[src/rtl/gardner_ted_v2.sv]
// Gardner timing-error detector for the MSK timing-recovery loop: OSF-deep I/Q ring buffer,
// selectable error modes, optional 2^AVG_LOG2 averaging, saturation. Option: GARDNER_TED_SAT_CNT_EN.
module gardner_ted_v2 #(
    parameter int OSF      = 20,
    parameter int WIQ      = 16,
    parameter int WERR     = 18,
    parameter int SHIFT    = 16,
    parameter int AVG_LOG2 = 0,
    parameter int RAW_DLY  = 11
) (
    input  logic                   clk,
    input  logic                   reset_n,
    input  logic signed [WIQ-1:0]  i_in,
    input  logic signed [WIQ-1:0]  q_in,
    input  logic                   iq_val,
    input  logic                   sym_valid_i,
    input  logic [1:0]             mode_i,
    output logic signed [WERR-1:0] e_out_o,
    output logic                   e_valid_o,
    output logic signed [WIQ-1:0]  i_raw_delay_o,
    output logic signed [WIQ-1:0]  q_raw_delay_o,
    output logic [15:0]            sat_cnt_o
);

    localparam int WS = 2*WIQ + 2;
    localparam int WA = WS + AVG_LOG2;
    localparam int WX = (WA > WERR) ? WA : WERR;
    localparam int WP = $clog2(OSF);
    localparam int WF = $clog2(OSF + 1);
    localparam int WC = AVG_LOG2 + 1;
    localparam logic signed [WX-1:0] SAT_MAX = {{(WX-WERR+1){1'b0}}, {(WERR-1){1'b1}}};
    localparam logic signed [WX-1:0] SAT_MIN = {{(WX-WERR+1){1'b1}}, {(WERR-1){1'b0}}};

    typedef enum logic [1:0] {
        MODE_IQ  = 2'd0,
        MODE_I   = 2'd1,
        MODE_SGN = 2'd2,
        MODE_RSV = 2'd3
    } mode_e;

    logic signed [WIQ-1:0] r_buf_i [OSF];
    logic signed [WIQ-1:0] r_buf_q [OSF];
    logic [WP-1:0]         r_wptr;
    logic [WF-1:0]         r_fill;
    logic                  r_full;
    logic signed [WA-1:0]  r_acc;
    logic [WC-1:0]         r_cnt;
    mode_e                 r_mode;
    logic signed [WERR-1:0] r_eout;
    logic                  r_valid;

    // Offset k samples forward from the write pointer, i.e. the sample written OSF-k writes ago.
    function automatic logic [WP-1:0] idx_add(input logic [WP-1:0] p, input int k);
        int t;
        t = int'(p) + k;
        if (t >= OSF) t -= OSF;
        return t[WP-1:0];
    endfunction

    logic [WP-1:0]         w_ih_idx, w_raw_idx;
    logic signed [WIQ-1:0] w_ih, w_qh, w_ip, w_qp;
    logic signed [WIQ:0]   w_di, w_dq;
    logic signed [WS-1:0]  w_pi, w_pq, w_si, w_sq, w_s;
    mode_e                 w_mode;
    logic                  w_strobe, w_restart, w_done, w_sat_hi, w_sat_lo;
    logic signed [WA-1:0]  w_acc_base, w_acc_total;
    logic [WC-1:0]         w_cnt_next;
    logic signed [WX-1:0]  w_ext;
    logic signed [WERR-1:0] w_out;

    assign w_ih_idx  = idx_add(r_wptr, OSF/2);
    assign w_raw_idx = idx_add(r_wptr, OSF - RAW_DLY);
    assign w_ih      = r_buf_i[w_ih_idx];
    assign w_qh      = r_buf_q[w_ih_idx];
    assign w_ip      = r_buf_i[r_wptr];
    assign w_qp      = r_buf_q[r_wptr];

    assign i_raw_delay_o = r_buf_i[w_raw_idx];
    assign q_raw_delay_o = r_buf_q[w_raw_idx];

    assign w_di = (WIQ+1)'(i_in) - (WIQ+1)'(w_ip);
    assign w_dq = (WIQ+1)'(q_in) - (WIQ+1)'(w_qp);
    assign w_pi = WS'(w_ih) * WS'(w_di);
    assign w_pq = WS'(w_qh) * WS'(w_dq);
    assign w_si = (w_ih[WIQ-1] ? -WS'(w_di) : WS'(w_di)) <<< (WIQ-1);
    assign w_sq = (w_qh[WIQ-1] ? -WS'(w_dq) : WS'(w_dq)) <<< (WIQ-1);

    assign w_mode = (mode_e'(mode_i) == MODE_RSV) ? MODE_IQ : mode_e'(mode_i);

    // NOTE: every always_comb output gets a default before the case so no path can infer a latch.
    always_comb begin
        w_s = w_pi + w_pq;
        case (w_mode)
            MODE_I:   w_s = w_pi;
            MODE_SGN: w_s = w_si + w_sq;
            default:  w_s = w_pi + w_pq;
        endcase
    end

    assign w_strobe    = iq_val & sym_valid_i & r_full;
    assign w_restart   = (w_mode != r_mode);
    assign w_acc_base  = w_restart ? '0 : r_acc;
    assign w_acc_total = w_acc_base + WA'(w_s);
    assign w_cnt_next  = (w_restart ? '0 : r_cnt) + WC'(1);
    assign w_done      = (w_cnt_next == WC'(2**AVG_LOG2));

    assign w_ext    = WX'(w_acc_total >>> (SHIFT + AVG_LOG2));
    assign w_sat_hi = (w_ext > SAT_MAX);
    assign w_sat_lo = (w_ext < SAT_MIN);
    assign w_out    = w_sat_hi ? SAT_MAX[WERR-1:0] :
                      w_sat_lo ? SAT_MIN[WERR-1:0] : w_ext[WERR-1:0];

    // NOTE: the sample buffer is reset too, so early taps and the raw delay read as zero after reset.
    always_ff @(posedge clk) begin
        if (!reset_n) begin
            for (int k = 0; k < OSF; k++) begin
                r_buf_i[k] <= '0;
                r_buf_q[k] <= '0;
            end
            r_wptr <= '0;
            r_fill <= '0;
            r_full <= 1'b0;
        end else if (iq_val) begin
            r_buf_i[r_wptr] <= i_in;
            r_buf_q[r_wptr] <= q_in;
            r_wptr <= (r_wptr == WP'(OSF-1)) ? '0 : r_wptr + WP'(1);
            if (!r_full) begin
                r_fill <= r_fill + WF'(1);
                if (r_fill == WF'(OSF-1)) r_full <= 1'b1;
            end
        end
    end

    always_ff @(posedge clk) begin
        if (!reset_n) begin
            r_acc   <= '0;
            r_cnt   <= '0;
            r_mode  <= MODE_IQ;
            r_eout  <= '0;
            r_valid <= 1'b0;
        end else begin
            r_valid <= 1'b0;
            if (w_strobe) begin
                r_mode <= w_mode;
                if (w_done) begin
                    r_acc   <= '0;
                    r_cnt   <= '0;
                    r_eout  <= w_out;
                    r_valid <= 1'b1;
                end else begin
                    r_acc <= w_acc_total;
                    r_cnt <= w_cnt_next;
                end
            end
        end
    end

    assign e_out_o   = r_eout;
    assign e_valid_o = r_valid;

`ifdef GARDNER_TED_SAT_CNT_EN
    logic [15:0] r_sat_cnt;

    always_ff @(posedge clk) begin
        if (!reset_n) begin
            r_sat_cnt <= '0;
        end else if (w_strobe && w_done && (w_sat_hi || w_sat_lo) && (r_sat_cnt != 16'hFFFF)) begin
            r_sat_cnt <= r_sat_cnt + 16'd1;
        end
    end

    assign sat_cnt_o = r_sat_cnt;
`else
    assign sat_cnt_o = '0;
`endif

endmodule
[config.mk]
export PLATFORM = sky130hd
export DESIGN_NAME = gardner_ted_v2
export DESIGN_NICKNAME = d
export VERILOG_FILES = /design/src/rtl/gardner_ted_v2.sv
export SDC_FILE = /design/constraint.sdc
export NUM_CORES = 2
export LEC_CHECK = 0
export CORE_MARGIN = 5
export CORE_UTILIZATION = 40
export DETAILED_ROUTE_END_ITERATION = 8
export DONT_BUFFER_PORTS = 1
export HOLD_SLACK_MARGIN = 0.03
export PLACE_DENSITY_LB_ADDON = 0.05
export SLEW_MARGIN = 40
export SYNTH_ARGS = -nofsm -noshare
export SYNTH_HDL_FRONTEND = slang
export SYNTH_SLANG_ARGS = --single-unit
[constraint.sdc]
create_clock -name clk -period 17.3 [get_ports clk]
set_input_delay 5.19 -clock clk [delete_from_list [all_inputs] [get_ports clk]]
set_output_delay 5.19 -clock clk [all_outputs]
set_load 0.02 [all_outputs]
# Word level (Yosys, flattened, before mapping)
# Memories as Yosys holds them, arrays and structs flattened. A register that Yosys moved wholly into a read port is not among the register bits.
# Cells that the tools add are included.
[totals]
out_inout_bits = 67
register_bits = 30
wordCells = 62
mem_bits_rw = 640
in_bits = 38
mem_count = 2
[mem_list]
columns = ["name", "words", "word_bits", "rd", "rd_clocked_by_memory_dff", "wr", "line_no", "text"]
rows = [
  ["r_buf_i", 20, 16, 3, 1, 20, "41", "logic signed [WIQ-1:0] r_buf_i [OSF];"],
  ["r_buf_q", 20, 16, 3, 1, 20, "42", "logic signed [WIQ-1:0] r_buf_q [OSF];"],
]
[classes]
multipliers = 2
magnitude_cmp = 4
reduce_logical = 4
n_bitwise = 3
muxes = 25
addsub = 12
n_eq_ne = 5
[op_table]
columns = ["operator", "n"]
rows = [
  ["$pmux W34 S2", 1],
  ["$mul A16 B17 Y33", 2],
  ["$mux W5", 9],
  ["$mux W19", 2],
  ["$neg A17 Y19", 2],
  ["$mux W18", 2],
  ["$add A33 B33 Y34", 1],
  ["$add A34 B34 Y34", 1],
  ["$sub A16 B16 Y17", 2],
  ["$mux W16", 2],
  ["$reduce_or A16 Y1", 2],
  ["$gt A18 B18 Y1 const B", 1],
  ["$lt A18 B18 Y1 const B", 1],
  ["$add A5 B4 Y6 const B", 2],
  ["$ge A6 B5 Y1 const B", 2],
  ["$add A5 B1 Y5 const B", 2],
  ["$eq A5 B5 Y1 const B", 2],
  ["$sub A5 B5 Y5 const B", 2],
  ["$mux W1", 8],
  ["$eq A2 B2 Y1 const B", 2],
  ["$reduce_and A2 Y1", 2],
  ["$and A1 B1 Y1", 2],
  ["$eq A2 B1 Y1 const B", 1],
  ["$mux W2", 1],
  ["$not A1 Y1", 1],
]

# Logic depth before layout (Yosys ltp)
# An unclocked memory read counts as a cell.
[depth]
word_depth = 10
ltp_mapped = 64
mapped_depth_nobuf = 55

# Least setup slack after synthesis
# Ideal clock, no wire load.
[synth_timing]
path_type = "input-to-reg"
from = "input i_in[0]"
to = "register r_eout[17], in the netlist e_out_o[17]"
path_stages = 53
setup_time_ps = 121
arrival_time_ps = 16863
n_path_buf = 3
path_slack_ps = 315
required_time_ps = 17179
cell_sequence = "inv_1 > clkbuf_1 > ha_1 > inv_1 > fa_1 > nand3_1 > a21boi_1 > o22a_1 > a31oi_1 > xor2_1 > clkbuf_1 > nor2_1 > fa_1 > inv_1 > fa_1 > fa_1 > inv_1 > fa_1 > [... 17 more ...] > fa_1 > inv_1 > fa_1 > fa_1 > fa_1 > inv_1 > ha_1 > inv_1 > o21ai_0 > a21o_1 > a21oi_1 > o21ai_0 > nand2_1 > nand2_1 > a311o_1 > xnor2_1 > o21ai_0 > o21ai_1"
[synth_via]
elab_chain_cells = 8
word_cells_on_any_way = 11
cone_classes = "4 x add/sub; 1 x mul; 2 x order compare; 4 x mux"
[synth_lines]
columns = ["item", "line_no", "text"]
rows = [
  ["from (decl)", "13", "input logic signed [WIQ-1:0] i_in,"],
  ["$sub A16 B16 Y17 (*)", "81", "assign w_di = (WIQ+1)'(i_in) - (WIQ+1)'(w_ip);"],
  ["parallel branches: the longest is 3 deep, another holds $add A33 B33 Y34", "-", ""],
  ["$pmux W34 S2 (*)", "93", "case (w_mode)"],
  ["$lt A18 B18 Y1", "109", "assign w_sat_lo = (w_ext < SAT_MIN);"],
  ["$mux W18", "111", "w_sat_lo ? SAT_MIN[WERR-1:0] : w_ext[WERR-1:0];"],
  ["$mux W18 (*)", "110", "assign w_out = w_sat_hi ? SAT_MAX[WERR-1:0] :"],
  ["to (signal assigned)", "148", "r_eout <= w_out;"],
  ["to (decl)", "49", "logic signed [WERR-1:0] r_eout;"],
]
# Every way passes the cells marked *.
# A chain may end at the register's enable or synchronous reset.

# Worst setup path after layout
[layout_timing]
from = "input i_in[0]"
to = "register r_eout[10], in the netlist e_out_o[10]"
# The elaborated chain is that of the path after synthesis.

==> run_results.csv <==
group,metric,value,unit
sta,period_share,95.5,%
setup_path,critPathMaxStageDelay,0.66,ns
setup_path,crit_buf_inv,10,
routing,drt_iter0_drc,5561,
run,cap_violations,0,
logic_synthesis,synth.most_common_cell,"edfxtp_1",
min_path,min_to,"r_fill[1]",
floorplanning,die_area,225000,um2
sta,maxSlewViolCount,0,
setup_path,reg2reg_from,"r_wptr[2]",
global_route,grt_max_degree,89,
logic_synthesis,synth_enable_flop_cells,1024,
cts,clock_path_buffers,3,
sta,finClkSkew,0.0475,ns
logic_synthesis,yosysWarnings,0,
floorplanning,start_util,40.2,%
logic_synthesis,yosys.area.top_type,"edfxtp_1",
floorplanning,core_area,214000,um2
routing,drtPass1Iterations,5,
cts,cts-resized-gates,0,
global_route,grt_overflow_total,0,
finish,nets,7071,
setup_path,path_delay_family,"adder cells",
cts,root_buffer,"clkbuf_16",
routing,drc_errors,0,
routing,drt_wl_total,316000,um
place,place_congestion,0.845,
sta,finalSetupViolCount,0,
logic_synthesis,synthFlopType,"edfxtp_1",
finish,drive_above_1_share,28.0,%
setup_path,crit_slowest_cell,"xnor2_1",
sta,tightestPinTransition,0.947,ns
logic_synthesis,synth_seq_area_share,36.5,%
logic_synthesis,synth_top_area_share,35.7,%
sta,slew-limit-headroom,36.8,%
cts,cts_tree,"built",
routing,viasPerCell,6.08,
logic_synthesis,ys_seq_elements,1059,
global_route,grt_pass1_wl,449000,um
place,place_area,91300,um2
sta,final_hold_viol_count,0,
cts,clk_latency,0.82,ns
setup_path,critical_path_arrival,17.17,ns
cts,hold_buffers,0,
sta,fin_ws,0.779,ns
setup_path,critPathRequiredTime,17.95,ns
outcome,status,"complete, no violations",
logic_synthesis,synth.distinct_cells,106,
place,place_ws,-0.0617,ns
logic_synthesis,synth-async-reset-ratio,0,%
finish,fillers,19127,
global_route,grt_pass1_vias,58411,
sta,rsz0062_at_grt,"no",
finish,final_core_util,44.6,%
setup_path,r2r_cells,49,
logic_synthesis,synth_common_cells,"1,024 x edfxtp_1, 940 x mux4_2, 647 x inv_1",
place,hpwl,207000,um
setup_path,cp_max_fo,13,
routing,vias,55523,
logic_synthesis,netlist_area,86200,um2
routing,wl_per_cell,34.5,um
min_path,min_from,"r_fill[1]",
setup_path,criticalPathCategory,"input pin to flop",
floorplanning,die_w,474,um
routing,ant_nets,0,
sta,fmax,60.5,MHz
setup_path,end_kind,"flop",
cts,post_cts.repair.setup_buffers,0,
cts,cts_buffers,130,
sta,whs,0.547,ns
cts,clock_sinks,1059,
place,io_buffer_count,0,
min_path,whs_path_depth,2,
cts,cts_max_level,4,
setup_path,start_kind,"input pin",
setup_path,cp-startpoint,"i_in[0]",
global_route,antenna_found_initial,25,
setup_path,path_common_cell,"fa_1",
cts,path_clk_slew,0.05,ns
sta,layout_min_cycle_time,16.52,ns
floorplanning,rows,170,
floorplanning,io-pin-count,105,
setup_path,timing.rr.end,"e_out_o[10]",
global_route,grt_use_total,28.2,%
min_path,holdCritPathClass,"flop to flop",
floorplanning,die_h,474,um
setup_path,regToRegSetupSlack,1.85,ns
logic_synthesis,yosys-top-cells-area,"edfxtp_1 36%, mux4_2 25%, fa_1 14%",
finish,syn2layout_area_growth,11.0,%
logic_synthesis,syn_avg_cell_area,13.9,um2
logic_synthesis,synth_cells,6216,
finish,finalInstanceArea,95600,um2
layout by cell type (no fill, tap or decap), types with 123 or more instances in the layout:
cell / n
clkbuf_16: 132
fa_1: 593
mux4_2: 940
ha_1: 242
or2_2: 123
nand2b_1: 160
buf_4: 276
inv_1: 646
nor2_1: 287
and2_1: 613
edfxtp_1: 1024
layout make-up:
cell class | instances | area [um2] | area share [%]
Tap cell | 2838 | 3550 | 3.71
Inverter | 649 | 2450 | 2.56
Clock inverter | 69 | 835 | 0.873
Antenna cell | 7 | 17.5 | 0.0183
Timing Repair Buffer | 323 | 2850 | 2.98
Multi-Input combinational cell | 4031 | 51000 | 53.4
Clock buffer | 162 | 3420 | 3.57
Sequential cell | 1059 | 31500 | 32.9
kinds of logic after synthesis:
logic type                 after synthesis  share of synthesized area (%)
buffers and inverters                 1141                           5.28
xor gates and xnor gates               148                           1.53
DFF                                   1059                           36.5
muxes                                 1076                           26.3
adders and majority gates              839                           17.4
and+or+nand+nor                       1584                           10.2
AOI/OAI and AO/OA                      368                           2.85
other                                    1                        0.00435
per-layer routing:
metal | up-vias | routed length [um] | GRT usage [%]
met5 | - | 0 | 0
met4 | 0 | 10400 | 8.39
met3 | 466 | 23900 | 5.79
met2 | 2373 | 155000 | 47.3
met1 | 29988 | 126000 | 37.3
li1 | 22696 | - | -
through the flow:
step	cells	setup TNS, ns
2_1_floorplan	6231	0
3_5_place_dp	8900	-0.126
6_report	9138	0
3_3_place_gp	8883	-0.108
4_1_cts	9131	0
5_1_grt	9133	0
worst max-delay path by stage:
stage,endpoint,slack (ns),cells after the start
after floorplan,e_out_o[17],0.32,53
after global placement,e_out_o[17],-0.11,52
after detailed placement,e_out_o[17],-0.06,52
after CTS,e_out_o[14],0.79,49
after global routing,e_out_o[16],0.03,54
final,e_out_o[10],0.78,48
worst register-to-register path: cells and delay by family, from the launching register on:
kind | cells | cell delay [ns]
AOI/OAI and AO/OA | 14 | 2.67
xor gates and xnor gates | 2 | 0.91
adders and majority gates | 15 | 6.70
buffers and inverters | 9 | 1.42
DFF | 1 | 0.76
muxes | 3 | 1.49
and+or+nand+nor | 6 | 1.36
flip-flops by register name, summed over array words and instances (netlist names), named ones only:
signal	flops
e_out_o	18
e_valid_o	1
r_buf_i	512
r_buf_q	512
r_fill	5
r_full	1
r_wptr	5
Power is not shown: default switching activity piles up to over one toggle a cycle in this logic, so the estimate is an artifact.
